===== src/rtl/dcache_ctrl_pkg.sv =====
// Shared definitions for the direct-mapped write-back data cache: address field
// layout, line geometry and controller state encoding.
package dcache_ctrl_pkg;

  localparam int unsigned Lines    = 16;
  localparam int unsigned IdxW     = 4;
  localparam int unsigned OffsetW  = 5;
  localparam int unsigned TagW     = 32 - IdxW - OffsetW;
  localparam int unsigned LineW    = 256;
  localparam int unsigned WordW    = 32;
  localparam int unsigned WordSelW = 3;

  localparam int unsigned WordLsb = 2;
  localparam int unsigned IdxLsb  = OffsetW;
  localparam int unsigned TagLsb  = OffsetW + IdxW;

  localparam logic [1:0] StIdle  = 2'd0;
  localparam logic [1:0] StWb    = 2'd1;
  localparam logic [1:0] StFetch = 2'd2;
  localparam logic [1:0] StDone  = 2'd3;

  function automatic logic [31:0] line_addr(input logic [TagW-1:0] tag,
                                            input logic [IdxW-1:0] idx);
    return {tag, idx, {OffsetW{1'b0}}};
  endfunction

endpackage


===== src/rtl/dcache_array.sv =====
// Cache storage: valid/dirty bits (reset), tag and data arrays (not reset).
// Combinational read by index; synchronous word merge or full-line fill.
module dcache_array
  import dcache_ctrl_pkg::*;
(
  input  logic                clk_i,
  input  logic                rst_i,
  input  logic [IdxW-1:0]     idx_i,
  output logic                valid_o,
  output logic                dirty_o,
  output logic [TagW-1:0]     tag_o,
  output logic [LineW-1:0]    line_o,
  input  logic                word_we_i,
  input  logic [WordSelW-1:0] word_sel_i,
  input  logic [WordW-1:0]    word_data_i,
  input  logic                fill_we_i,
  input  logic [TagW-1:0]     fill_tag_i,
  input  logic [LineW-1:0]    fill_data_i
);

  logic [Lines-1:0] valid_q;
  logic [Lines-1:0] dirty_q;
  logic [TagW-1:0]  tag_q  [Lines];
  logic [LineW-1:0] data_q [Lines];

  always_ff @(posedge clk_i) begin
    if (rst_i) begin
      valid_q <= '0;
      dirty_q <= '0;
    end else if (fill_we_i) begin
      valid_q[idx_i] <= 1'b1;
      dirty_q[idx_i] <= 1'b0;
    end else if (word_we_i) begin
      dirty_q[idx_i] <= 1'b1;
    end
  end

  always_ff @(posedge clk_i) begin
    if (fill_we_i) begin
      tag_q[idx_i]  <= fill_tag_i;
      data_q[idx_i] <= fill_data_i;
    end else if (word_we_i) begin
      data_q[idx_i][{word_sel_i, 5'b0} +: WordW] <= word_data_i;
    end
  end

  assign valid_o = valid_q[idx_i];
  assign dirty_o = dirty_q[idx_i];
  assign tag_o   = tag_q[idx_i];
  assign line_o  = data_q[idx_i];

endmodule


===== src/rtl/dcache_ctrl.sv =====
// Direct-mapped write-back, write-allocate data-cache controller: zero-stall hits,
// miss handling via optional victim write-back followed by a line refill.
module dcache_ctrl
  import dcache_ctrl_pkg::*;
(
  input  logic             clk_i,
  input  logic             rst_i,
  input  logic             cpu_req_i,
  input  logic             cpu_we_i,
  input  logic [31:0]      cpu_addr_i,
  input  logic [31:0]      cpu_data_i,
  output logic [31:0]      cpu_data_o,
  output logic             cpu_stall_o,
  output logic             mem_enable_o,
  output logic             mem_write_o,
  output logic [31:0]      mem_addr_o,
  output logic [LineW-1:0] mem_data_o,
  input  logic [LineW-1:0] mem_data_i,
  input  logic             mem_ack_i
);

  logic [1:0]          state_q, state_d;
  logic [TagW-1:0]     req_tag;
  logic [IdxW-1:0]     req_idx;
  logic [WordSelW-1:0] req_word;
  logic                line_valid, line_dirty, hit;
  logic [TagW-1:0]     line_tag;
  logic [LineW-1:0]    line_data;
  logic                word_we, fill_we;
  logic                unused_addr;

  assign req_tag     = cpu_addr_i[TagLsb +: TagW];
  assign req_idx     = cpu_addr_i[IdxLsb +: IdxW];
  assign req_word    = cpu_addr_i[WordLsb +: WordSelW];
  assign unused_addr = ^cpu_addr_i[1:0];

  assign hit = cpu_req_i & line_valid & (line_tag == req_tag);

  // Reset wins over any write in the same cycle so an aborted refill leaves no trace.
  assign word_we = (state_q == StIdle) & hit & cpu_we_i & ~rst_i;
  assign fill_we = (state_q == StFetch) & mem_ack_i & ~rst_i;

  dcache_array u_array (
    .clk_i       (clk_i),
    .rst_i       (rst_i),
    .idx_i       (req_idx),
    .valid_o     (line_valid),
    .dirty_o     (line_dirty),
    .tag_o       (line_tag),
    .line_o      (line_data),
    .word_we_i   (word_we),
    .word_sel_i  (req_word),
    .word_data_i (cpu_data_i),
    .fill_we_i   (fill_we),
    .fill_tag_i  (req_tag),
    .fill_data_i (mem_data_i)
  );

  assign cpu_data_o = line_data[{req_word, 5'b0} +: WordW];

  always_comb begin
    state_d      = state_q;
    cpu_stall_o  = 1'b0;
    mem_enable_o = 1'b0;
    mem_write_o  = 1'b0;
    mem_addr_o   = '0;
    mem_data_o   = '0;
    case (state_q)
      StIdle: begin
        if (cpu_req_i && !hit) begin
          cpu_stall_o = 1'b1;
          state_d     = (line_valid && line_dirty) ? StWb : StFetch;
        end
      end
      StWb: begin
        cpu_stall_o  = 1'b1;
        mem_enable_o = 1'b1;
        mem_write_o  = 1'b1;
        mem_addr_o   = line_addr(line_tag, req_idx);
        mem_data_o   = line_data;
        if (mem_ack_i) state_d = StFetch;
      end
      StFetch: begin
        cpu_stall_o  = 1'b1;
        mem_enable_o = 1'b1;
        mem_addr_o   = line_addr(req_tag, req_idx);
        if (mem_ack_i) state_d = StDone;
      end
      StDone: begin
        cpu_stall_o = 1'b1;
        state_d     = StIdle;
      end
      default: state_d = StIdle;
    endcase
  end

  always_ff @(posedge clk_i) begin
    if (rst_i) state_q <= StIdle;
    else       state_q <= state_d;
  end

endmodule


===== config.mk =====
export PLATFORM = sky130hd
export DESIGN_NAME = dcache_ctrl
export DESIGN_NICKNAME = d
export VERILOG_FILES = /design/src/rtl/dcache_ctrl_pkg.sv /design/src/rtl/dcache_array.sv /design/src/rtl/dcache_ctrl.sv
export SDC_FILE = /design/constraint.sdc
export NUM_CORES = 2
export LEC_CHECK = 0
export CORE_MARGIN = 10
export CORE_UTILIZATION = 55
export DETAILED_ROUTE_END_ITERATION = 8
export PLACE_DENSITY_LB_ADDON = 0.1
export SYNTH_ARGS = -nofsm -noshare
export SYNTH_HDL_FRONTEND = slang
export SYNTH_MEMORY_MAX_BITS = 65536
export SYNTH_SLANG_ARGS = --single-unit

===== constraint.sdc =====
create_clock -name clk_i -period 7.41 [get_ports clk_i]
set_input_delay 1.482 -clock clk_i [delete_from_list [all_inputs] [get_ports clk_i]]
set_output_delay 1.482 -clock clk_i [all_outputs]
set_load 0.01 [all_outputs]

After elaboration in Yosys (flattened, before gate mapping)
Memory sizes are Yosys's and may differ from the RTL's.
Index checks and enable logic that the tools add are counted.
{"block": "op_classes", "addsub": 1, "mul": 0, "n_div": 0, "order_cmp": 2, "n_eq_ne": 7, "n_shift": 3, "muxes": 280, "bitwise_logic": 268, "reduce_logical": 9}
{"op": "2-to-1 mux 256 bit", "n": 2}
{"op": "2-to-1 mux 1 bit", "n": 266}
{"op": "bitwise OR 1 bit", "n": 256}
{"op": "variable shift 32 x 10 -> 256 bit (first input constant)", "n": 1}
{"op": "indexed part select 256 x 9 -> 32 bit", "n": 1}
{"op": "indexed part select 32 x 10 -> 256 bit", "n": 1}
{"op": "one-hot mux 32 bit (2 select lines)", "n": 1}
{"op": "2-to-1 mux 16 bit", "n": 2}
{"op": "bitwise OR 16 bit", "n": 2}
{"op": "== test 23 bit", "n": 1}
{"op": "bitwise AND 16 bit", "n": 1}
{"op": "inverter 16 bit", "n": 1}
{"op": "negator 8 -> 10 bit", "n": 1}
{"op": "binary-select mux 1 bit (select 4 bit)", "n": 2}
{"op": "2-to-1 mux 2 bit", "n": 4}
{"op": "one-hot mux 2 bit (4 select lines)", "n": 1}
{"op": "bitwise AND 1 bit", "n": 7}
{"op": "< comparator 4 x 5 -> 1 bit (second input constant)", "n": 1}
{"op": "demux 1 bit (select 4 bit)", "n": 1}
{"op": "== test 2 bit (second input constant)", "n": 2}
{"op": "greater-or-equal comparator 4 x 1 -> 1 bit (second input constant)", "n": 1}
{"op": "!= test 2 bit (second input constant)", "n": 2}
{"op": "logical AND 1 bit", "n": 3}
{"op": "AND reduction 3 bit", "n": 1}
{"op": "9 further kinds", "n": 9}
{"block": "word_totals", "regBits": 34, "latch_bits": 0, "ram_bits": 4464, "mem_bits_ro": 0, "in_bits": 325, "output_inout_bits": 323, "wordCells": 575, "n_memories": 2}
{"memory": "u_array.data_q", "words": 16, "width": 256, "read_ports": 1, "rd_clocked_by_memory_dff": 0, "wr": 1, "line_no": "dcache_array.sv:24", "text": "logic [LineW-1:0] data_q [Lines];"}
{"memory": "u_array.tag_q", "words": 16, "width": 23, "read_ports": 1, "rd_clocked_by_memory_dff": 0, "wr": 1, "line_no": "dcache_array.sv:23", "text": "logic [TagW-1:0] tag_q [Lines];"}

Depth between registers and ports, before layout
{"block": "depth", "ltp_word": 11, "mapped_depth": 16, "depth_no_buf": 8}

By module
A second synthesis with hierarchy kept.
{"block": "unflattened", "hier_cells": 8255, "hier_area_um2": 177147.4}
{"mod": "dcache_array", "instances": 1, "cells_each": 7736, "area_each_um2": 172600.5, "seq_area_each_um2": 134689.2}
{"mod": "dcache_ctrl", "instances": 1, "cells_each": 519, "area_each_um2": 4546.9, "seq_area_each_um2": 40.0}

Worst setup path before layout
OpenSTA, ideal clock, no wires.
{"block": "synth_timing", "path_type": "input port to flip-flop", "start": "input cpu_addr_i[5]", "end": "memory u_array.data_q[10][224] (enable)", "setup_ns": 0.432, "t_arrival_ns": 6.188, "required_time_ns": 6.978, "slack_ns": 0.790, "path_stages": 12, "n_path_buf": 4, "cell_sequence": "buf_6 buf_12 mux4_2 xnor2_1 a21oi_1 or4_1 or4_1 nor4_2 buf_2 nand4_1 clkbuf_1 a21oi_1"}
{"block": "synth_between", "elab_chain_len": 11, "word_cells_on_any_way": 13, "classes_between": "1 x eq/ne; 5 x mux; 6 x bitwise; 1 x memory"}
{"item": "start: declaration", "line_no": "dcache_ctrl.sv:10", "text": "input logic [31:0] cpu_addr_i,"}
{"item": "branches (longest 11 deep; another with memory (16 x 23 bit))"}
{"item": "end: declaration", "line_no": "dcache_array.sv:24"}
Parallel ways; which one is timed is not known. The select of a mux whose other input is x is not followed.

Final worst setup path
{"block": "layout_timing", "start": "input cpu_addr_i[5]", "end": "output cpu_data_o[6]"}
{"block": "layout_between", "elab_chain_len": 2}
{"item": "memory (16 x 256 bit)"}
{"item": "indexed part select 256 x 9 -> 32 bit", "line_no": "dcache_ctrl.sv:59", "text": "assign cpu_data_o = line_data[{req_word, 5'b0} +: WordW];"}
{"item": "end: declaration", "line_no": "dcache_ctrl.sv:12", "text": "output logic [31:0] cpu_data_o,"}
No other way between the ends.

==> flow_results.org <==
** Run status
- Result of the run :: finished, final reports clean

** Floorplanning
- I/O Pins :: 648
- For this configuration, the core starts out at a cell density of 55.32%.
- The region available for standard cell placement spans 0.3248 sq mm.
- The floorplan step defined a die boundary enclosing 0.3499 sq mm.
- The die is 591.6 microns wide.
- Number of cell rows :: 209
- Vert. Die Dim :: 591.6 microns

** Timing
- The max-slew violation total from the final report came to 0.
- Based on the critical path, the design can be clocked at up to 141.0 MHz.
- Headroom to the max-slew limit :: 9.525%
- Unrepaired setup endpoints after global routing :: no
- Final-layout setup total negative slack :: 0 ns
- Shortest period the worst path allows :: 7.094 ns
- Measured slew at the worst slew-check pin :: 1.352 ns
- Final Hold Vio Count :: 0
- Post-route fraction of the period consumed by the critical path :: 95.73%
- Number of setup violations in the final report :: 0
- Clk_skew :: 0.03877 ns

** Final layout
- Area of all placed cells without fillers :: 0.2106 sq mm
- The post-route netlist has 31.19% of its cells at a drive strength greater than 1.
- Fillcell total :: 21170
- Number of nets in the finished design :: 9195
- Signed area change from the synthesized netlist to the final layout :: 17.21%
- Commonest cells after routing, fill and taps aside :: 4464 x sky130_fd_sc_hd__edfxtp_1, 1422 x sky130_fd_sc_hd__mux4_2, 630 x sky130_fd_sc_hd__clkdlybuf4s50_1
- Final cell count without fillers :: 13680
- Leading cell type in the layout, fill and taps excluded :: sky130_fd_sc_hd__edfxtp_1
- Final core utilization :: 64.84%

** Global route
- Number of antenna violations at the first check in global routing :: 100
- Entering global routing, the biggest net connects 160 pins.
- Gr usage total :: 32.12%
- Number of global-route vias before repair :: 89250
- Grt ovf :: 0
- Wire length of the first global-routing pass :: 765.2 mm

** Clock network
- Clock Root Buffer :: sky130_fd_sc_hd__clkbuf_16
- CTS clock-pin slew for the worst setup and hold paths :: 0.06 ns
- Once the clock tree was built, the setup fixing pass inserted 0 buffers.
- Total CTS buffers :: 446
- TritonCTS sink count :: 4498
- Total of cells resized after clock tree synthesis :: 0
- Clock tree from TritonCTS :: done
- Clock insertion delay at the later pin of the skew report :: 0.98 ns
- Number of H-tree levels :: 5
- The clock passes through at most 4 buffers.
- Total of hold buffers inserted after clock tree synthesis :: 0

** Logic synthesis
- In this run the cell area of the synthesized design comes to 0.1797 sq mm.
- During synthesis, Yosys emitted a total of 0 warnings.
- Of the synthesized area, sequential elements account for 74.99%.
- Mean instance size in the synthesized netlist :: 22.98 sq um
- Top_reg_cell synth :: sky130_fd_sc_hd__edfxtp_1
- Yosys mapped a number of flops with a built-in enable equal to 4464.
- For this run, asynchronously set or reset flops after synthesis account for 0%.
- Count of unique library cells instantiated by Yosys :: 71
- Synthesis inferred 4498 register bits.
- The cell count after synthesis came out at 7820.

** Worst setup path
- The worst setup path is of the in2out kind.
- Crit. End Element :: output pin
- Measured in cells, the most critical reg-to-reg path has a length of 11.
- In this run the critical register-to-register path is launched from u_array.tag_q[5][2].
- Reg-to-reg setup timing slack :: 2.48 ns
- Reg2Reg Capture Point :: u_array.data_q[1][39]
- CP startpoint kind :: input port
- STA puts the critical path data arrival time at 5.61 ns.
- Of all nets on the critical path, the largest fanout is 47.
- STA puts the critical path data required time at 5.93 ns.

** Placed design
- Last weighted congestion value of the routability-driven placer :: 0.8801
- The HPWL after detailed placement is 365.8 mm.
- Placed Area :: 0.1961 sq mm
- Quantity of I/O buffers inserted on ports :: 640
- Placed Cells :: 12740

** Pwr
- Total net switching power :: 12.84 mW
- Sequential cells burn 50.6% of the power.
- Sw Share :: 23.05%
- The clock network accounts for 39.9% of the total power.
- The completed layout was analyzed and its total power is 55.68 mW.
- For this design the static power due to leakage is 66.80 nW.
- The internal portion of the total power is 42.84 mW.
- In this run, the combinational gates consume 9.5% of the power.
- Across the VDD grid, the largest voltage drop is 0.0002565 V.
- Power spread over the standard cell area amounts to 264.4 mW/mm^2.

** Detailed routing
- Summing over every cut layer, the via total after detailed routing is 92560.
- Initial drt markers :: 13730
- Antenna-violating nets left :: 0
- The first detailed-routing pass took 6 iterations.
- Drt drc :: 0
- Via density per instance :: 6.766
- Dividing the detail-routed wire length by the instance count gives 41.57 microns.
- Summed over all layers, the routed wires come to 568.7 mm.

** Hold path
- The worst hold path was traced through 2 stages.
- In this run the worst hold path is classified as reg2reg.

** Flow run
- Max Cap Violations :: 0
-- power by group through the flow --
stage | logic (mW) | clock network [mW] | registers [mW]
after CTS | 5.24 | 22.4 | 28.2
after global routing | 5.42 | 23.4 | 28.2
after detailed placement | 5.23 | 0 | 28.7
after global placement | 5.17 | 0 | 28.7
final | 5.30 | 22.2 | 28.2
after floorplan | 2.38 | 0 | 28.7
-- final cells by class --
| class | instances | area [sq um] | share of cell area (%) |
|---|---|---|---|
| inverters | 65 | 251.5 | 0.1194 |
| clock inverters | 265 | 2454 | 1.165 |
| diodes | 120 | 300.3 | 0.1426 |
| clock buffers | 557 | 11750 | 5.578 |
| repair buffers | 1054 | 11440 | 5.431 |
| flip-flops and latches | 4498 | 134700 | 63.98 |
| well taps | 4325 | 5411 | 2.570 |
| multi-input cells | 2797 | 44250 | 21.01 |
-- cells in the mapped netlist, types with 8 or more instances --
library cell | instances | area [sq um]
sky130_fd_sc_hd__dfxtp_1 | 34 | 680.7
sky130_fd_sc_hd__o21ai_0 | 18 | 90.09
sky130_fd_sc_hd__nand4_4 | 8 | 170.2
sky130_fd_sc_hd__o22ai_1 | 23 | 143.9
sky130_fd_sc_hd__ha_1 | 8 | 100.1
sky130_fd_sc_hd__mux2_1 | 15 | 168.9
sky130_fd_sc_hd__nand3_1 | 16 | 80.08
sky130_fd_sc_hd__mux2_4 | 203 | 3048
sky130_fd_sc_hd__inv_1 | 64 | 240.2
sky130_fd_sc_hd__mux4_2 | 1422 | 32030
sky130_fd_sc_hd__nand2_1 | 161 | 604.3
sky130_fd_sc_hd__buf_2 | 25 | 125.1
sky130_fd_sc_hd__a22oi_1 | 24 | 180.2
sky130_fd_sc_hd__xnor2_1 | 15 | 131.4
sky130_fd_sc_hd__nor3_1 | 10 | 50.05
sky130_fd_sc_hd__mux2_2 | 42 | 473.0
sky130_fd_sc_hd__buf_1 | 110 | 412.9
sky130_fd_sc_hd__a211oi_1 | 19 | 142.6
sky130_fd_sc_hd__nand4_1 | 22 | 137.6
sky130_fd_sc_hd__nor2b_1 | 30 | 187.7
sky130_fd_sc_hd__edfxtp_1 | 4464 | 134000
sky130_fd_sc_hd__nor2_1 | 91 | 341.6
sky130_fd_sc_hd__xor2_1 | 10 | 87.58
sky130_fd_sc_hd__a21oi_1 | 138 | 690.7
sky130_fd_sc_hd__buf_6 | 27 | 304.0
sky130_fd_sc_hd__a21boi_0 | 9 | 67.56
sky130_fd_sc_hd__and3_1 | 14 | 87.58
sky130_fd_sc_hd__clkbuf_1 | 290 | 1089
sky130_fd_sc_hd__mux2i_1 | 85 | 850.8
sky130_fd_sc_hd__nand2b_1 | 22 | 137.6
sky130_fd_sc_hd__and2_1 | 317 | 1983
-- layer usage --
metal  vias up  share of wire [%]  GRT usage (%)
met4        44                6.0          17.51
met3      1032                 13          10.12
met5         -              0.053              0
li1      35470                  -              -
met1     49520                 35          43.18
met2      6498                 46          47.39
-- registers in the layout (all words and copies together), names as in the netlist, named ones only --
| name | cells |
|---|---|
| u_array.data_q | 4096 |
| u_array.tag_q | 368 |
| u_array.valid_q | 16 |
| state_q | 2 |
-- worst max path at each step --
stage | startpoint | to | slack, ns | depth (start not counted)
2_1_floorplan | cpu_addr_i[5] | u_array.data_q[10][224] | 0.79 | 12
3_3_place_gp | cpu_addr_i[5] | cpu_data_o[6] | 0.39 | 8
3_5_place_dp | cpu_addr_i[5] | cpu_data_o[6] | 0.43 | 9
4_1_cts | cpu_addr_i[5] | cpu_data_o[6] | 0.41 | 9
5_1_grt | cpu_addr_i[5] | cpu_data_o[10] | 0.25 | 9
6_report | cpu_addr_i[5] | cpu_data_o[6] | 0.32 | 8
-- per-stage QoR --
stage	hold WS, ns	setup WS (ns)
3_3_place_gp	0.4455	0.3859
4_1_cts	0.4618	0.4143
5_1_grt	0.4823	0.2492
3_5_place_dp	0.4522	0.4271
2_1_floorplan	0.4306	0.7902
6_report	0.4702	0.3161
-- kinds of logic (layout without fill, tap and decap cells) --
family / after synthesis / in the layout / share of synthesized area [%]
DFF: 4498 / 4498 / 74.99
muxes: 1767 / 1767 / 20.35
and+or+nand+nor: 713 / 713 / 2.221
buffers and inverters: 529 / 1941 / 1.293
AOI/OAI and AO/OA: 279 / 279 / 0.9673
xor gates and xnor gates: 25 / 25 / 0.1219
adders and majority gates: 8 / 8 / 0.05571
other: 1 / 125 / 0.002087
-- critical path: stages --
cell,delay [ns]
sky130_fd_sc_hd__buf_16,0.42
sky130_fd_sc_hd__buf_12,0.41
sky130_fd_sc_hd__mux4_2,0.56
sky130_fd_sc_hd__mux4_2,0.63
sky130_fd_sc_hd__mux4_2,0.67
sky130_fd_sc_hd__nand2_1,0.19
sky130_fd_sc_hd__nand2_1,0.38
sky130_fd_sc_hd__clkdlybuf4s50_1,0.64
No activity file was read; power rests on OpenSTA's default activity.
